File: src/rtl/sect233k1_pkg.sv
// Shared types for the sect233k1 point-multiplier controller.
package sect233k1_pkg;

  localparam int M = 233;

  typedef logic [M-1:0] gf2m_t;

  typedef enum logic [2:0] {
    ST_INIT,
    ST_IDLE,
    ST_START,
    ST_WAIT,
    ST_RESP
  } ctrl_state_t;

endpackage

File: src/rtl/sect233k1_req_fifo.sv
// Generic synchronous FIFO. Pointers carry one extra wrap bit so full and
// empty are both distinguishable without a separate count.
module sect233k1_req_fifo #(
  parameter int W     = 233,
  parameter int DEPTH = 4
) (
  input  logic         clk_i,
  input  logic         rst_i,
  input  logic         flush_i,
  input  logic         push_i,
  input  logic [W-1:0] din_i,
  input  logic         pop_i,
  output logic [W-1:0] dout_o,
  output logic         full_o,
  output logic         empty_o
);

  localparam int AW = $clog2(DEPTH);

  logic [W-1:0] mem_q [DEPTH];
  logic [AW:0]  wr_q, rd_q;
  logic         do_push, do_pop;

  assign do_push = push_i && !full_o;
  assign do_pop  = pop_i && !empty_o;

  assign empty_o = (wr_q == rd_q);
  assign full_o  = (wr_q[AW] != rd_q[AW]) && (wr_q[AW-1:0] == rd_q[AW-1:0]);
  assign dout_o  = mem_q[rd_q[AW-1:0]];

  // Storage write; contents need no reset because the pointers gate reads.
  always_ff @(posedge clk_i) begin
    if (do_push) mem_q[wr_q[AW-1:0]] <= din_i;
  end

  // Pointer update; flush shares the reset path.
  always_ff @(posedge clk_i) begin
    if (rst_i || flush_i) begin
      wr_q <= '0;
      rd_q <= '0;
    end else begin
      if (do_push) wr_q <= wr_q + 1'b1;
      if (do_pop)  rd_q <= rd_q + 1'b1;
    end
  end

endmodule

File: src/rtl/sect233k1_pt_mul_ctrl.sv
// Job controller for sect233k1_pt_mul: queues scalars, drives the core's
// clr/start/d handshake one job at a time and returns x/y in request order.
// Optional watchdog: define SECT233K1_PT_MUL_CTRL_WDT_EN.
module sect233k1_pt_mul_ctrl
  import sect233k1_pkg::*;
#(
  parameter int QDepth        = 4,
  parameter int TimeoutCycles = 200000
) (
  input  logic  clk,
  input  logic  rst,
  input  logic  clr,
  input  logic  req_valid,
  output logic  req_ready,
  input  gf2m_t req_d,
  output logic  rsp_valid,
  input  logic  rsp_ready,
  output gf2m_t rsp_d,
  output gf2m_t rsp_x,
  output gf2m_t rsp_y,
  output logic  rsp_err,
  output logic  busy,
  output logic  pm_clr,
  output logic  pm_start,
  output gf2m_t pm_d,
  input  logic  pm_done,
  input  gf2m_t pm_x,
  input  gf2m_t pm_y
);

  ctrl_state_t state_q, state_d;
  gf2m_t       d_q, d_d, x_q, x_d, y_q, y_d;
  logic        err_q, err_d;
  logic        done_q;
  logic        pop, push, full, empty, timeout;
  gf2m_t       head;

  assign push = req_valid && req_ready;

  sect233k1_req_fifo #(.W(M), .DEPTH(QDepth)) u_fifo (
    .clk_i   (clk),
    .rst_i   (rst),
    .flush_i (clr),
    .push_i  (push),
    .din_i   (req_d),
    .pop_i   (pop),
    .dout_o  (head),
    .full_o  (full),
    .empty_o (empty)
  );

`ifdef SECT233K1_PT_MUL_CTRL_WDT_EN
  logic [31:0] wdt_q;

  assign timeout = (state_q == ST_WAIT) && (wdt_q == 32'(TimeoutCycles));

  // Watchdog counts cycles spent in WAIT; cleared everywhere else.
  always_ff @(posedge clk) begin
    if (rst || state_q != ST_WAIT) wdt_q <= '0;
    else                           wdt_q <= wdt_q + 32'd1;
  end
`else
  assign timeout = 1'b0;
`endif

  // Next-state and job/result register updates.
  always_comb begin
    state_d = state_q;
    d_d     = d_q;
    x_d     = x_q;
    y_d     = y_q;
    err_d   = err_q;
    pop     = 1'b0;
    case (state_q)
      ST_INIT: state_d = ST_IDLE;
      ST_IDLE: begin
        if (!empty) begin
          pop   = 1'b1;
          d_d   = head;
          x_d   = '0;
          y_d   = '0;
          err_d = 1'b0;
          // Zero scalar yields the point at infinity; the core is skipped.
          state_d = (head == '0) ? ST_RESP : ST_START;
        end
      end
      ST_START: state_d = ST_WAIT;
      ST_WAIT: begin
        // Only a fresh rising edge counts; a done left high is stale.
        if (pm_done && !done_q) begin
          x_d     = pm_x;
          y_d     = pm_y;
          state_d = ST_RESP;
        end else if (timeout) begin
          x_d     = '0;
          y_d     = '0;
          err_d   = 1'b1;
          state_d = ST_RESP;
        end
      end
      ST_RESP: if (rsp_ready) state_d = ST_IDLE;
      default: state_d = ST_INIT;
    endcase
    if (clr) begin
      state_d = ST_INIT;
      pop     = 1'b0;
    end
  end

  // State and result registers; done_q tracks pm_done for edge detection.
  always_ff @(posedge clk) begin
    if (rst) begin
      state_q <= ST_INIT;
      d_q     <= '0;
      x_q     <= '0;
      y_q     <= '0;
      err_q   <= 1'b0;
      done_q  <= 1'b0;
    end else begin
      state_q <= state_d;
      d_q     <= d_d;
      x_q     <= x_d;
      y_q     <= y_d;
      err_q   <= err_d;
      done_q  <= pm_done;
    end
  end

  assign req_ready = !full && (state_q != ST_INIT);
  assign rsp_valid = (state_q == ST_RESP);
  assign rsp_d     = d_q;
  assign rsp_x     = x_q;
  assign rsp_y     = y_q;
  assign rsp_err   = err_q;
  assign pm_start  = (state_q == ST_START);
  assign pm_d      = pm_start ? d_q : '0;
  // Combinational outputs are held low while reset is asserted.
  assign pm_clr    = !rst && ((state_q == ST_INIT) || timeout);
  assign busy      = !rst && ((state_q != ST_IDLE) || !empty);

endmodule

File: config.mk
export PLATFORM = sky130hd
export DESIGN_NAME = sect233k1_pt_mul_ctrl
export DESIGN_NICKNAME = d
export VERILOG_FILES = /design/src/rtl/sect233k1_pkg.sv /design/src/rtl/sect233k1_req_fifo.sv /design/src/rtl/sect233k1_pt_mul_ctrl.sv
export SDC_FILE = /design/constraint.sdc
export NUM_CORES = 2
export LEC_CHECK = 0
export CAP_MARGIN = 15
export CORE_AREA = 2 2 638 640
export CTS_BUF_LIST = sky130_fd_sc_hd__clkbuf_16
export CTS_CLUSTER_SIZE = 20
export DETAILED_ROUTE_END_ITERATION = 8
export DIE_AREA = 0 0 640 642
export SYNTH_ARGS = -nofsm -noshare
export SYNTH_HDL_FRONTEND = slang
export SYNTH_SLANG_ARGS = --single-unit
File: constraint.sdc
create_clock -name clk -period 12.9 [get_ports clk]
set_clock_uncertainty 0.1 [all_clocks]
set_input_delay 2.58 -clock clk [delete_from_list [all_inputs] [get_ports clk]]
set_output_delay 2.58 -clock clk [all_outputs]
set_load 0.05 [all_outputs]
[Word-level counts from Yosys, hierarchy flattened]
Memory sizes are Yosys's and may differ from the RTL's. A register that Yosys moved wholly into a read port is not among the register bits.
Cells that the tools add are included.
Storage, ports and cells
  output and inout bits: 938
  bits of input ports: 705
  memories: 1
  bits in registers: 709
  memory bits (writable): 932
Operators by class
  reductions and logical operators: 22
  bitwise logic cells: 1
  $add $sub $neg: 2
  eq/ne operators: 11
  mux-type cells: 18
Memories
  u_fifo.mem_q: words 4, width 233, read ports 1, clocked after Yosys merged registers in 1, wr ports 1, RTL line sect233k1_req_fifo.sv:20  | logic [W-1:0] mem_q [DEPTH];
Operator list (count)
  two-way mux 233 bit: 4
  one-hot mux 233 bit (2 select lines): 2
  logical NOT 233 bit: 1
  one-hot mux 3 bit (5 select lines): 1
  two-way mux 3 bit: 4
  logical AND 1 bit: 8
  adder 3 x 1 -> 3 bit (second input constant): 2
  equality test 3 x 2 -> 1 bit (second input constant): 2
  AND reduction 3 bit: 2
  two-way mux 1 bit: 5
  logical NOT 1 bit: 4
  two-way mux 2 bit: 2
  != test 2 bit (second input constant): 2
  equality test 3 x 1 -> 1 bit (second input constant): 1
  equality test 3 bit: 1
  equality test 3 bit (second input constant): 1
  logical NOT 3 bit: 1
  != test 3 x 1 -> 1 bit (second input constant): 1
  nonzero test 3 bit: 1
  equality test 2 bit: 1
  logical OR 1 bit: 2
  != test 2 x 1 -> 1 bit (second input constant): 1
  AND reduction 2 bit: 1
  nonzero test 2 bit: 1
  3 further kinds: 3

[Longest topological paths before layout]
  depth after elaboration: 8
  mapped depth: 10
  mapped depth without buffers: 7

[By module]
Synthesis repeated with hierarchy kept, for this count alone.
Unflattened totals
  cells, all modules: 4741
  area total of the unflattened synthesis: 61192.4 µm²
By module, submodules not included
  sect233k1_req_fifo: cells each 1285, area an instance 34194.0 µm², times used 1
  sect233k1_pt_mul_ctrl: cells each 3456, area an instance 26998.4 µm², times used 1

[Worst setup path after synthesis]
Ideal clock, no wire load.
  kind: input -> register
  from: input req_valid
  to: memory u_fifo.mem_q[3][0] (enable)
  arrival: 7.973 ns
  setup time: 0.626 ns
  path slack: 4.201 ns
  required time: 12.174 ns
  buffers on the path: 0
  stages: 1
  cell sequence: and3_1
On the way
  longest elaborated chain between the ends: 4
RTL lines
  from (decl): RTL line sect233k1_pt_mul_ctrl.sv:13  | input logic req_valid,
  logical AND 1 bit: RTL line sect233k1_pt_mul_ctrl.sv:38  | assign push = req_valid && req_ready;
  logical AND 1 bit: RTL line sect233k1_req_fifo.sv:24  | assign do_push = push_i && !full_o;
  two-way mux 1 bit: RTL line sect233k1_req_fifo.sv:33  | if (do_push) mem_q[wr_q[AW-1:0]] <= din_i;
  two-way mux 1 bit (not written as such): RTL line sect233k1_req_fifo.sv:33
  to (decl): RTL line sect233k1_req_fifo.sv:20
Every way passes these cells.

[Worst setup path after layout]
  from: input rst
  to: output pm_clr
On the way
  longest elaborated chain between the ends: 2
RTL lines
  from (decl): RTL line sect233k1_pt_mul_ctrl.sv:11  | input logic rst,
  logical NOT 1 bit: RTL line sect233k1_pt_mul_ctrl.sv:138  | assign pm_clr = !rst && ((state_q == ST_INIT) || timeout);
  logical AND 1 bit: RTL line sect233k1_pt_mul_ctrl.sv:138
  to (decl): RTL line sect233k1_pt_mul_ctrl.sv:23  | output logic pm_clr,
Every way passes these cells.

==> summary.json <==
{
  "status": "complete, no violations",
  "initial_utilization_pct": 15.0,
  "finalCritPeriodShare_pct": 52.0,
  "worstPathMaxFanout": 63,
  "worst_vdd_ir_mv": 0.229,
  "tightest_slew_ns": 1.20,
  "die_height_um": 642,
  "die_w_um": 640,
  "cts_buffers": 189,
  "synth_async_sr_flop_share_pct": 0,
  "place_hpwl_mm": 266,
  "hold_violations": 0,
  "required_ns": 10.22,
  "final_cell_area_sq_um": 89400,
  "period_needed_ns": 6.71,
  "clk_path_buf_depth": 4,
  "area_growth_pct": 47.7,
  "cells_resized_by_post_cts_repair": 0,
  "critPathLaunchType": "input pin",
  "min_path_type": "register to register",
  "synth.yosys.warnings": 0,
  "cts_hold_buffers": 0,
  "post-cts-setup-buffer-count": 0,
  "regToRegSetupSlack_ns": 6.89,
  "setup_violations": 0,
  "drt_first_iter_violations": 3695,
  "grt_util_all_layers_pct": 15.8,
  "cap_viol_max_count": 0,
  "post-synth-top-area-cell": "sky130_fd_sc_hd__edfxtp_1",
  "drt_wl_total_mm": 339,
  "yosysSeqAreaShare_pct": 69.7,
  "grt_pass1_wl_mm": 439,
  "drive_above_1_share_pct": 9.28,
  "synthMostInstantiatedCell": "sky130_fd_sc_hd__nand2_1",
  "clk_pin_slew_ns": 0.06,
  "timing.fmax_mhz": 149,
  "cts_sinks": 1643,
  "io_pins": 1643,
  "leakage_power_nw": 27.0,
  "tritoncts": "built",
  "cts.htree.levels": 4,
  "routabilityCongestion": 1.01,
  "crit_path_end_kind": "output pin",
  "clock_latency_ns": 0.90,
  "drt.antenna.violating_nets": 0,
  "ys_seq_elements": 1643,
  "finalNetCount": 6955,
  "syn-cell-area_sq_um": 60600,
  "arrival_time_worst_endpoint_ns": 4.03,
  "vias_after_detailed_routing": 45924,
  "cpMaxStageDelayCell": "sky130_fd_sc_hd__clkdlybuf4s50_1",
  "drt-vias-per-instance": 3.87,
  "wire_per_inst_um": 28.6,
  "relSlewSlack_pct": 20.0,
  "pre_cts_slack_ns": 6.27,
  "totalNegativeSetupSlack_ns": 0,
  "cp_cell_sequence": "buf_8 > nor4_1 > clkdlybuf4s50_1",
  "rsz0062_at_grt": "false",
  "critPathBufInv": 2,
  "synth.net_count": 5427,
  "synth-main-ff-cell": "sky130_fd_sc_hd__edfxtp_1",
  "synth_enable_flop_cells": 932,
  "yosys-top-cells-count": "sky130_fd_sc_hd__nand2_1 (937), sky130_fd_sc_hd__edfxtp_1 (932), sky130_fd_sc_hd__dfxtp_1 (711)",
  "antenna_found_initial": 147,
  "synthDominantCellAreaShare_pct": 46.2,
  "drt_pass1_iterations": 5,
  "drc_violation_count_after_routing": 0,
  "total_global_routing_overflow": 0,
  "finalWorstSetupSlack_ns": 6.19,
  "max_stage_delay_ns": 0.87,
  "placement_rows": 234,
  "critical-path-top-delay-family": "buffers and inverters",
  "post_synth.cell_area_avg_sq_um": 12.8,
  "floorplan.die_area_sq_um": 411000,
  "syn-instance-count": 4717,
  "final_slew_violations": 0,
  "power_density_nw_per_um2": 130,
  "grt_max_degree": 185,
  "fin_util_pct": 22.1,
  "post_dp_area_sq_um": 83100,
  "grt_pass1_vias": 44951,
  "numPortBuffers": 1641,
  "core_sq_um": 404000,
  "critPathKind": "input pin to output pin",
  "top_post_synthesis_cells_by_area": "sky130_fd_sc_hd__edfxtp_1 (46%), sky130_fd_sc_hd__dfxtp_1 (24%), sky130_fd_sc_hd__mux4_2 (8.7%)",
  "cts-root-buf": "sky130_fd_sc_hd__clkbuf_16",
  "synth.distinct_cells": 31
}
-- worst paths after layout --
check / cells past startpoint / start / end
worst max-delay path: 3 / rst / pm_clr
worst min-delay path: 2 / rsp_y[11] / rsp_y[11]
worst max register to register: 9 / register / state_q[1]
worst min register to register: 2 / rsp_y[11] / rsp_y[11]
-- sequential cells by signal (all words and copies together) (netlist names), named ones only --
name and flops:
u_fifo.rd_q 3, rsp_x 233, u_fifo.wr_q 3, state_q 3, rsp_d 233, rsp_y 233
u_fifo.mem_q 932, done_q 1
-- per-stage QoR --
stage	total power, mW	std cells	hold WS, ns
3_3_place_gp	6.22	11480	0.337
6_report	11.6	11866	0.347
2_1_floorplan	5.85	4717	0.378
4_1_cts	11.8	11827	0.350
5_1_grt	12.0	11853	0.361
3_5_place_dp	6.22	11482	0.342
-- worst min-delay path: cells and delay by family, from the launching register on --
family | cells | cell delay (ns)
DFF | 1 | 0.31
and+or+nand+nor | 1 | 0.05
AOI/OAI and AO/OA | 1 | 0.05
-- layout by cell type, fill, tap and decap left out, types with 13 or more instances in the layout --
cell type / netlist / routed
sky130_fd_sc_hd__nor2_1: 14 / 14
sky130_fd_sc_hd__edfxtp_1: 932 / 932
sky130_fd_sc_hd__a21oi_1: 705 / 704
sky130_fd_sc_hd__clkinvlp_4: 0 / 14
sky130_fd_sc_hd__clkinv_2: 0 / 26
sky130_fd_sc_hd__diode_2: 0 / 39
sky130_fd_sc_hd__clkbuf_16: 0 / 191
sky130_fd_sc_hd__nand3_1: 467 / 467
sky130_fd_sc_hd__dfxtp_1: 711 / 708
sky130_fd_sc_hd__mux4_2: 233 / 233
sky130_fd_sc_hd__nand2_1: 937 / 936
sky130_fd_sc_hd__bufinv_16: 0 / 21
sky130_fd_sc_hd__buf_4: 5 / 55
sky130_fd_sc_hd__inv_1: 6 / 39
sky130_fd_sc_hd__buf_12: 0 / 13
sky130_fd_sc_hd__clkinv_1: 0 / 39
sky130_fd_sc_hd__clkdlybuf4s50_1: 0 / 1634
sky130_fd_sc_hd__and2_1: 234 / 234
sky130_fd_sc_hd__nand4_1: 15 / 15
sky130_fd_sc_hd__nor4_1: 61 / 55
-- kinds of logic (layout without fill, tap and decap cells) --
kind of cell	after synthesis	in the layout	share of synthesized area, %
and+or+nand+nor	1742	1742	13.1
DFF	1643	1643	69.7
AOI/OAI and AO/OA	714	714	5.94
xor gates and xnor gates	7	7	0.101
adders and majority gates	5	5	0.103
buffers and inverters	372	2054	2.39
other	1	40	0.00619
muxes	233	233	8.66
-- routing by layer --
layer  global-route usage, %  part of all wire (%)  vias to the layer above
li1                        -                     -                    20190
met2                    27.9                    50                     1865
met1                    18.7                    39                    23203
met4                    6.44                   4.9                       38
met3                    3.07                   5.7                      628
met5                       0                 0.075                        -
-- where the power goes --
part / total [mW] / leakage [nW] / internal, mW / switching [mW]
Clock: 5.48 / 3.14 / 3.13 / 2.35
Sequential: 5.59 / 14.1 / 5.57 / 0.0151
Combinational: 0.521 / 9.69 / 0.242 / 0.279
-- final cells by class --
class / count / area (sq um)
clock buffer: 191 / 4780
clock inverter: 154 / 1460
timing repair buffer: 1703 / 17000
multi-input combinational: 2702 / 17000
fill: 43129 / 315000
sequential: 1643 / 42200
inverter: 6 / 22.5
tap: 5428 / 6790
antenna: 39 / 97.6
(Power assumes the default switching activity.)
